==> config.mk <==
export PLATFORM = sky130hd
export DESIGN_NAME = rgbi_palette_expander
export DESIGN_NICKNAME = d
export VERILOG_FILES = /design/src/rtl/rgbi_palette_expander.sv
export SDC_FILE = /design/constraint.sdc
export NUM_CORES = 1
export LEC_CHECK = 0
export ABC_AREA = 0
export ABC_CLOCK_PERIOD_IN_PS = 3050
export CORE_ASPECT_RATIO = 0.5
export CORE_MARGIN = 10
export CORE_UTILIZATION = 46
export DETAILED_ROUTE_END_ITERATION = 8
export GPL_TIMING_DRIVEN = 0
export SYNTH_ARGS = -nofsm -noshare
export SYNTH_HDL_FRONTEND = slang
export SYNTH_SLANG_ARGS = --single-unit
==> constraint.sdc <==
create_clock -name clk_sys -period 3.05 [get_ports clk_sys]
set_input_delay 0.305 -clock clk_sys [delete_from_list [all_inputs] [get_ports clk_sys]]
set_output_delay 0.305 -clock clk_sys [all_outputs]
set_load 0.03 [all_outputs]
==> src/rtl/rgbi_palette_expander.sv <==
// rgbi_palette_expander
// Expands 1-bit r/g/b plus intensity into OUT_W-bit channels through a
// writable multi-bank palette, generates the pixel clock enable and keeps
// blanks/syncs aligned with the colour outputs. The displayed bank only
// changes on a rising vblank sample, so a frame is never drawn with two banks.
// Optional build macro RGBI_TEST_PATTERN_EN adds an eight-bar colour test
// pattern selected by test_en; without it test_en has no effect.
module rgbi_palette_expander #(
    parameter int OUT_W   = 3,
    parameter int CE_DIV  = 8,
    parameter int NUM_PAL = 4
) (
    input  logic                       clk_sys,
    input  logic                       reset,
    input  logic                       in_r,
    input  logic                       in_g,
    input  logic                       in_b,
    input  logic                       in_hi,
    input  logic                       in_hb,
    input  logic                       in_vb,
    input  logic                       in_hs,
    input  logic                       in_vs,
    input  logic [$clog2(NUM_PAL)-1:0] mode_sel,
    input  logic                       pal_wr,
    input  logic [$clog2(NUM_PAL)+3:0] pal_addr,
    input  logic [3*OUT_W-1:0]         pal_data,
    input  logic                       test_en,
    output logic                       ce_pix,
    output logic [OUT_W-1:0]           out_r,
    output logic [OUT_W-1:0]           out_g,
    output logic [OUT_W-1:0]           out_b,
    output logic                       out_hb,
    output logic                       out_vb,
    output logic                       out_hs,
    output logic                       out_vs,
    output logic [$clog2(NUM_PAL)-1:0] mode_active
);

    localparam int DIV_W   = $clog2(CE_DIV);
    localparam int ENT_W   = 3 * OUT_W;
    localparam int NUM_ENT = NUM_PAL * 16;

    // Default value of one channel: bank 1 is the dark ramp, all others bright.
    function automatic logic [OUT_W-1:0] chan_default(input logic dark, input logic h, input logic c);
        logic [OUT_W-1:0] v;
        if (dark) begin
            v            = '0;
            v[OUT_W-1]   = h & c;
            v[OUT_W-2]   = c;
        end else begin
            v            = {OUT_W{c}};
            v[OUT_W-2]   = h & c;
        end
        return v;
    endfunction

    // Default {R,G,B} entry for flat palette slot ent = {bank, hi, r, g, b}.
    function automatic logic [ENT_W-1:0] entry_default(input int ent);
        logic [3:0] idx;
        logic       dark;
        idx  = 4'(ent % 16);
        dark = ((ent / 16) == 1);
        return {chan_default(dark, idx[3], idx[2]),
                chan_default(dark, idx[3], idx[1]),
                chan_default(dark, idx[3], idx[0])};
    endfunction

    logic [DIV_W-1:0] div;
    logic             vb_prev;
    logic [ENT_W-1:0] pal [NUM_ENT];
    logic [3:0]       idx_p0;
    logic [3:0]       idx_p1;
    logic             hb_p1, vb_p1, hs_p1, vs_p1;
    logic [ENT_W-1:0] rd_p1;

    // Pixel divider: ce_pix is the registered (div == 0) of the previous cycle.
    always_ff @(posedge clk_sys) begin
        if (reset) begin
            div    <= '0;
            ce_pix <= 1'b0;
        end else begin
            ce_pix <= (div == '0);
            div    <= (div == DIV_W'(CE_DIV - 1)) ? '0 : div + DIV_W'(1);
        end
    end

    // Bank latch: take the requested bank only on a rising vblank sample.
    always_ff @(posedge clk_sys) begin
        if (reset) begin
            vb_prev     <= 1'b0;
            mode_active <= '0;
        end else begin
            vb_prev <= in_vb;
            if (in_vb && !vb_prev)
                mode_active <= mode_sel;
        end
    end

    // Palette storage: reload defaults on reset, otherwise accept writes any cycle.
    always_ff @(posedge clk_sys) begin
        if (reset) begin
            for (int i = 0; i < NUM_ENT; i++)
                pal[i] <= entry_default(i);
        end else if (pal_wr) begin
            pal[pal_addr] <= pal_data;
        end
    end

`ifdef RGBI_TEST_PATTERN_EN
    logic [7:0] col;
    logic       hb_prev;
    logic       unused_col_msb;

    assign unused_col_msb = col[7];

    // Column counter: restart at each hblank rise, count pixels while active.
    always_ff @(posedge clk_sys) begin
        if (reset) begin
            col     <= '0;
            hb_prev <= 1'b0;
        end else begin
            hb_prev <= in_hb;
            if (in_hb && !hb_prev)
                col <= '0;
            else if (ce_pix && !in_hb)
                col <= col + 8'd1;
        end
    end

    // Palette index: eight 16-pixel bars over the bright half when test_en is set.
    always_comb begin
        idx_p0 = {in_hi, in_r, in_g, in_b};
        if (test_en)
            idx_p0 = {1'b1, col[6:4]};
    end
`else
    logic unused_test_en;

    assign unused_test_en = test_en;

    // Palette index straight from the core colour bits.
    always_comb begin
        idx_p0 = {in_hi, in_r, in_g, in_b};
    end
`endif

    // ---- stage 1: capture index and blank/sync flags ----
    always_ff @(posedge clk_sys) begin
        if (reset) begin
            idx_p1 <= '0;
            hb_p1  <= 1'b0;
            vb_p1  <= 1'b0;
            hs_p1  <= 1'b0;
            vs_p1  <= 1'b0;
        end else if (ce_pix) begin
            idx_p1 <= idx_p0;
            hb_p1  <= in_hb;
            vb_p1  <= in_vb;
            hs_p1  <= in_hs;
            vs_p1  <= in_vs;
        end
    end

    // ---- stage 2: palette lookup, blanking, output registers ----
    assign rd_p1 = pal[{mode_active, idx_p1}];

    // Output register: colour forced to black during either blank.
    always_ff @(posedge clk_sys) begin
        if (reset) begin
            out_r  <= '0;
            out_g  <= '0;
            out_b  <= '0;
            out_hb <= 1'b0;
            out_vb <= 1'b0;
            out_hs <= 1'b0;
            out_vs <= 1'b0;
        end else if (ce_pix) begin
            out_r  <= (hb_p1 || vb_p1) ? '0 : rd_p1[3*OUT_W-1 -: OUT_W];
            out_g  <= (hb_p1 || vb_p1) ? '0 : rd_p1[2*OUT_W-1 -: OUT_W];
            out_b  <= (hb_p1 || vb_p1) ? '0 : rd_p1[OUT_W-1:0];
            out_hb <= hb_p1;
            out_vb <= vb_p1;
            out_hs <= hs_p1;
            out_vs <= vs_p1;
        end
    end

endmodule

==> results of run 1 <==
[synthesized netlist by cell type, types with 2 or more instances]
master     number  area share
edfxtp_1      576        0.62
and2_1        363       0.082
or3_1         217       0.049
mux4_2        143        0.12
clkbuf_1      133       0.018
nor2_1         81       0.011
or2_2          59       0.013
mux2i_1        48       0.017
dfxtp_1        28       0.020
nand2_1        26      0.0035
a22oi_1        18      0.0049
buf_2          18      0.0033
buf_1          13      0.0018
a21oi_1        12      0.0022
mux2_2         12      0.0049
nor2b_1         8      0.0018
a221o_1         6      0.0022
o2111ai_1       6      0.0019
a221oi_1        5      0.0016
a22o_1          5      0.0016
buf_4           5      0.0014
buf_6           5      0.0020
nand3_1         5     0.00090
o211ai_1        5      0.0014
nor3b_1         4      0.0011
o22a_1          4      0.0013
ha_1            3      0.0014
nand2b_1        3     0.00068
nand3b_1        3     0.00081
nand4_1         3     0.00068
o21bai_1        3     0.00081
a32oi_1         2     0.00063
inv_1           2     0.00027
mux4_1          2      0.0019
or2_1           2     0.00045
[layout make-up]
type                            instances  area share
Multi-Input combinational cell       1057       0.297
Clock buffer                           82      0.0503
Timing Repair Buffer                   32      0.0104
Inverter                                2    0.000244
Antenna cell                            5    0.000406
Buffer                                175      0.0259
Sequential cell                       604       0.580
Clock inverter                         17     0.00252
Tap cell                              812      0.0330
[per-layer routing]
| layer | vias to the layer above | wire length [um] | global-route usage |
|---|---|---|---|
| li1 | 7101 | - | - |
| met1 | 9127 | 40600 | 0.396 |
| met2 | 1217 | 39800 | 0.367 |
| met3 | 179 | 13800 | 0.0895 |
| met4 | 2 | 3030 | 0.0782 |
| met5 | - | 13 | 0 |
[registers in the layout (all words and copies together) (netlist names), 2 cells and up]
name	cells
div	3
idx_p1	4
mode_active	2
out_b	3
out_g	3
out_r	3
pal	576
[power by group]
part	internal, W	total (W)	switching, W
Combinational	0.000645	0.00195	0.00130
Clock	0.00350	0.00667	0.00317
Sequential	0.00949	0.00964	0.000147
[cell families (layout without fill, tap and decap cells)]
group,Yosys count,count (layout)
AOI/OAI and AO/OA,67,67
adders and majority gates,3,3
buffers and inverters,177,308
DFF,604,604
muxes,205,205
other,0,5
and+or+nand+nor,782,782
[final timing paths]
path,endpoint,slack [ps],cells past startpoint
min reg2reg,ce_pix,440,1
max reg2reg,out_r[0],0,8
min,mode_active[1],310,3
max,pal[60][1],-190,4
[critical path, delay by kind of cell]
family	cells	cell delay [ps]
AND/OR/NAND/NOR	1	580
buffers and inverters	3	2590
[stage by stage]
stage | cell area [um^2] | setup WS, ps | setup TNS, ps | hold slack, ps
floorplan | 27700 | 1060 | 0 | 405
global placement | 29000 | -937 | -314830 | 416
detailed placement | 29000 | -1050 | -373810 | 423
CTS | 30700 | 0.665 | 0 | 303
global route | 30800 | -52.9 | -380 | 322
finish | 30800 | -188 | -3980 | 314
==> impl_metrics.yaml, run 1 <==
cells_and_area:
  multiInputGateArea_mm2: 0.00916
  layout_commonest_cell: "edfxtp_1"
  area_growth_pct: 11.2
  drive_gt1_frac: 0.176
  layout_common_cells: "576 x edfxtp_1, 363 x and2_1, 217 x or3_1"
  fillers: 4978
  finish.utilization: 0.518
  final_cells: 2786
  nets: 1959
  regArea_mm2: 0.0179
synthesis:
  ys_seq_elements: 604
  synth-simple-area-share: 0.168
  synth_xor_area_frac: 0
  synth-seq-area-share: 0.645
  synth.distinct_cells: 45
  netlist_instances: 1838
  ys_warn_count: 0
  synthArstFlopShare: 0
  synthFlopType: "edfxtp_1"
  muxShareOfSynthArea: 0.140
  synth_fp_nets: 1870
  synth_edf_count: 576
  synth_top_family_by_area: "simple AND/OR/NAND/NOR gates"
  synthAdderAreaFrac: 0.00135
  syn_avg_cell_area_um2: 15.1
  syn_area_mm2: 0.0277
  synth_compound_area_frac: 0.0186
timing:
  tightestPinTransition_ps: 1360
  hold_violations: 0
  fmaxAchievable_mhz: 309
  slew_headroom: 0.0908
  setup_viol_count_final: 108
  skew_ps: 26.1
  fin_crit_sh: 1.06
  worst_slack_ps: -188
  rsz0062_at_grt: "yes"
  timing.final.max_slew_violations: 0
  finalCriticalPeriod_ps: 3240
critical_path:
  worstSetupStartpointType: "primary input"
  cp-startpoint: "reset"
  worst_path_max_delay_cell: "clkbuf_1"
  arrival_ps: 3490
  worstSetupEndpointType: "register"
  crit_type: "primary input to register"
  critPathRequiredTime_ps: 3300
  worstReg2RegStart: "idx_p1[2]"
  cpMostUsedCell: "clkbuf_1"
  max_stage_delay_ps: 1030
  crit_fanout: 12
  worstPathCellList: "clkdlybuf4s50_1 -> clkbuf_1 -> clkbuf_1 -> or2_1"
drt:
  ant_nets: 0
  drt-total-wl_um: 97300
  drtPass1Iterations: 5
  drcViolationCount: 0
  drt_iter0_drc: 2935
  dr_total_vias: 17600
  via_per_inst: 6.33
  wire_per_inst_um: 34.9
run_status:
  status: "complete, but fails checks"
  violations: "negative setup slack"
cts:
  cts_hold_buf: 0
  clockBufferDepth: 3
  clk_latency_ps: 630
  cts_max_level: 2
  cts.sinks: 604
  numCtsBuffers: 55
  ctsResizeCount: 24
  cts_setup_buffers: 0
  cts.clk_slew.worst_paths_ps: 60
  tritoncts: "done"
  cts-root-buf: "clkbuf_16"
floorplanning:
  die_h_um: 194
  die_area_mm2: 0.0710
  die_w_um: 367
  pin_count: 45
  start_util: 0.466
  fp-row-count: 63
  coreArea_mm2: 0.0594
power:
  vdd_drop_max_mv: 0.425
  power_w: 0.0183
  power_density_mw_per_mm2: 593
  p_leak_nw: 9.82
global_route:
  antenna_found_initial: 20
  grt_start_max_net_pins: 15
  grt_pass1_vias: 17000
  grt_pass1_wl_um: 135000
  grt_use_total: 0.267
  grt_overflow: 0
worst_hold_path:
  hold_class: "primary input to register"
  min_from: "mode_sel[1]"
placement:
  gp_congestion: 1.00
  hpwl_um: 68100
  dpl.cell_count: 2682
  portBuffers: 32
job:
  cap_violations: 0
Note: power is estimated with default switching activity, not from simulation.
==> inputs of run 2 (changes only) <==
- CORE_UTILIZATION: 46 -> 65
- PLACE_DENSITY: unset -> 0.82
==> run 2 against run 1 <==
Count of clock-buffer cells in the layout decreased by 17. Sequential power about the same. Critical path depth increased by 2. Highest routed layer unchanged. The run still ends with negative setup slack left. Utilization increased by 21 points. Non-clock buffer count unchanged. Worst setup slack improved by 42 ps. Combinational power about the same. Die area decreased by 27%. Largest power group unchanged. Critical endpoint is now pal[39][4]. Clock power increased by 3.1%. First-iteration DRC count increased by 24%. Cell count decreased by 8.6%. Global-route usage increased by 8.0 points.
==> impl_metrics.yaml, run 2 (same netlist as run 1, synthesis figures left out) <==
run_status:
  status: "complete, but fails checks"
  violations: "negative setup slack"
drt:
  top_layer: "met5"
  wire_per_inst_um: 35.9
  via_per_inst: 7.25
  drt_iter0_drc: 3638
  drcViolationCount: 0
  ant_nets: 0
  met3_wirelength_um: 18100
  wl_met1_um: 30600
  met2RoutedLength_um: 37700
  drt-total-wl_um: 91500
  dr_total_vias: 18500
  drtPass1Iterations: 8
cts:
  cts.sinks: 604
  cts.clk_slew.worst_paths_ps: 70
  clk_latency_ps: 610
  cts_max_level: 2
  cts_hold_buf: 0
  cts-root-buf: "clkbuf_16"
  tritoncts: "done"
  numCtsBuffers: 51
  clockBufferDepth: 3
  cts_setup_buffers: 0
floorplanning:
  die_w_um: 312
  die_h_um: 166
  fp-row-count: 53
  die_area_mm2: 0.0518
  coreArea_mm2: 0.0420
  start_util: 0.659
  pin_count: 45
cells_and_area:
  largest-register: "pal"
  layout_common_cells: "576 x edfxtp_1, 363 x and2_1, 217 x or3_1"
  finish.utilization: 0.727
  largest_reg_flops: 576
  top_regs: "pal (576), idx_p1 (4)"
  final_area_mm2: 0.0306
  drive_gt1_frac: 0.178
  nets: 1955
  final_cells: 2547
  area_growth_pct: 10.3
  layout_commonest_cell: "edfxtp_1"
placement:
  place_area_mm2: 0.0287
  gp_congestion: 1.01
  portBuffers: 32
  hpwl_um: 63100
  dpl.cell_count: 2447
global_route:
  antenna_found_initial: 9
  grt_pass1_vias: 17800
  grt_pass1_wl_um: 128000
  grt_overflow: 0
  grt_use_total: 0.347
  grt_start_max_net_pins: 18
timing:
  timing.final.max_slew_violations: 0
  fmaxAchievable_mhz: 313
  skew_ps: 24.4
  tightestPinTransition_ps: 1390
  finalCriticalPeriod_ps: 3200
  hold_violations: 0
  setup_viol_count_final: 173
  fin_crit_sh: 1.05
  worst_slack_ps: -146
  slew_headroom: 0.0741
  rsz0062_at_grt: "no"
critical_path:
  arrival_ps: 3510
  worstSetupEndpointType: "register"
  crit_fanout: 10
  critPathRequiredTime_ps: 3360
  worstSetupStartpointType: "primary input"
  crit_type: "primary input to register"
power:
  vdd_drop_max_mv: 0.376
  p_leak_nw: 9.85
  power_w: 0.0185
  power_density_mw_per_mm2: 604
job:
  cap_violations: 0
worst_hold_path:
  hold_class: "primary input to register"
==> run 2: cell types whose count changed in the layout (fill, tap and decap cells not counted), sizes merged <==
cell / before / now
clkinvlp: 0 / 3
clkdlybuf4s18: 0 / 1
clkinv: 17 / 22
buf: 40 / 37
clkbuf: 214 / 201
clkdlybuf4s15: 3 / 1
bufinv: 0 / 5
==> run 2: report_power, final <==
part	leakage, nW	total (W)	switching (W)	internal (W)
Clock	0.838	0.00688	0.00317	0.00371
Combinational	3.19	0.00193	0.00129	0.000641
Sequential	5.83	0.00964	0.000150	0.00949
==> run 2: routing by layer <==
metal,vias to the layer above,track usage
met5,-,0.0180
met4,6,0.156
met3,360,0.177
met2,1920,0.481
met1,9099,0.450
li1,7072,-
==> run 2: repair_timing <==
action | 4_1_cts | 5_1_grt
resized for setup | 17 | 23
cloned | 0 | 0
setup endpoints to repair | 84 | 99
==> run 2: per-stage QoR <==
stage	hold WS, ps	worst slack (ps)	TNS, ps
finish	328	-146	-9170
global route	361	8.26	0
CTS	321	7.23	0
detailed placement	431	-852	-217380
global placement	414	-742	-175760
floorplan	405	1060	0
==> run 2: critical path, stage by stage <==
cell	delay (ps)
clkdlybuf4s50_1	780
and3b_1	290
nand3_1	520
clkbuf_1	840
nor2_1	270
or2_2	490
==> run 2: worst paths after layout <==
| path | startpoint | endpoint | slack (ps) | cells past startpoint |
|---|---|---|---|---|
| worst max register to register | idx_p1[0] | out_g[0] | -60 | 9 |
| worst min-delay path | mode_sel[1] | mode_active[1] | 330 | 3 |
| worst min register to register | div[2] | ce_pix | 440 | 1 |
| worst max-delay path | reset | pal[39][4] | -150 | 6 |
==> run 2: area by class of cell <==
cell class | instances | area [um^2]
Timing Repair Buffer | 32 | 320
Antenna cell | 5 | 12.5
Tap cell | 577 | 722
Fill cell | 2581 | 11500
Buffer | 175 | 787
Sequential cell | 604 | 17900
Inverter | 2 | 7.51
Multi-Input combinational cell | 1057 | 9150
Clock inverter | 30 | 290
Clock buffer | 65 | 1410
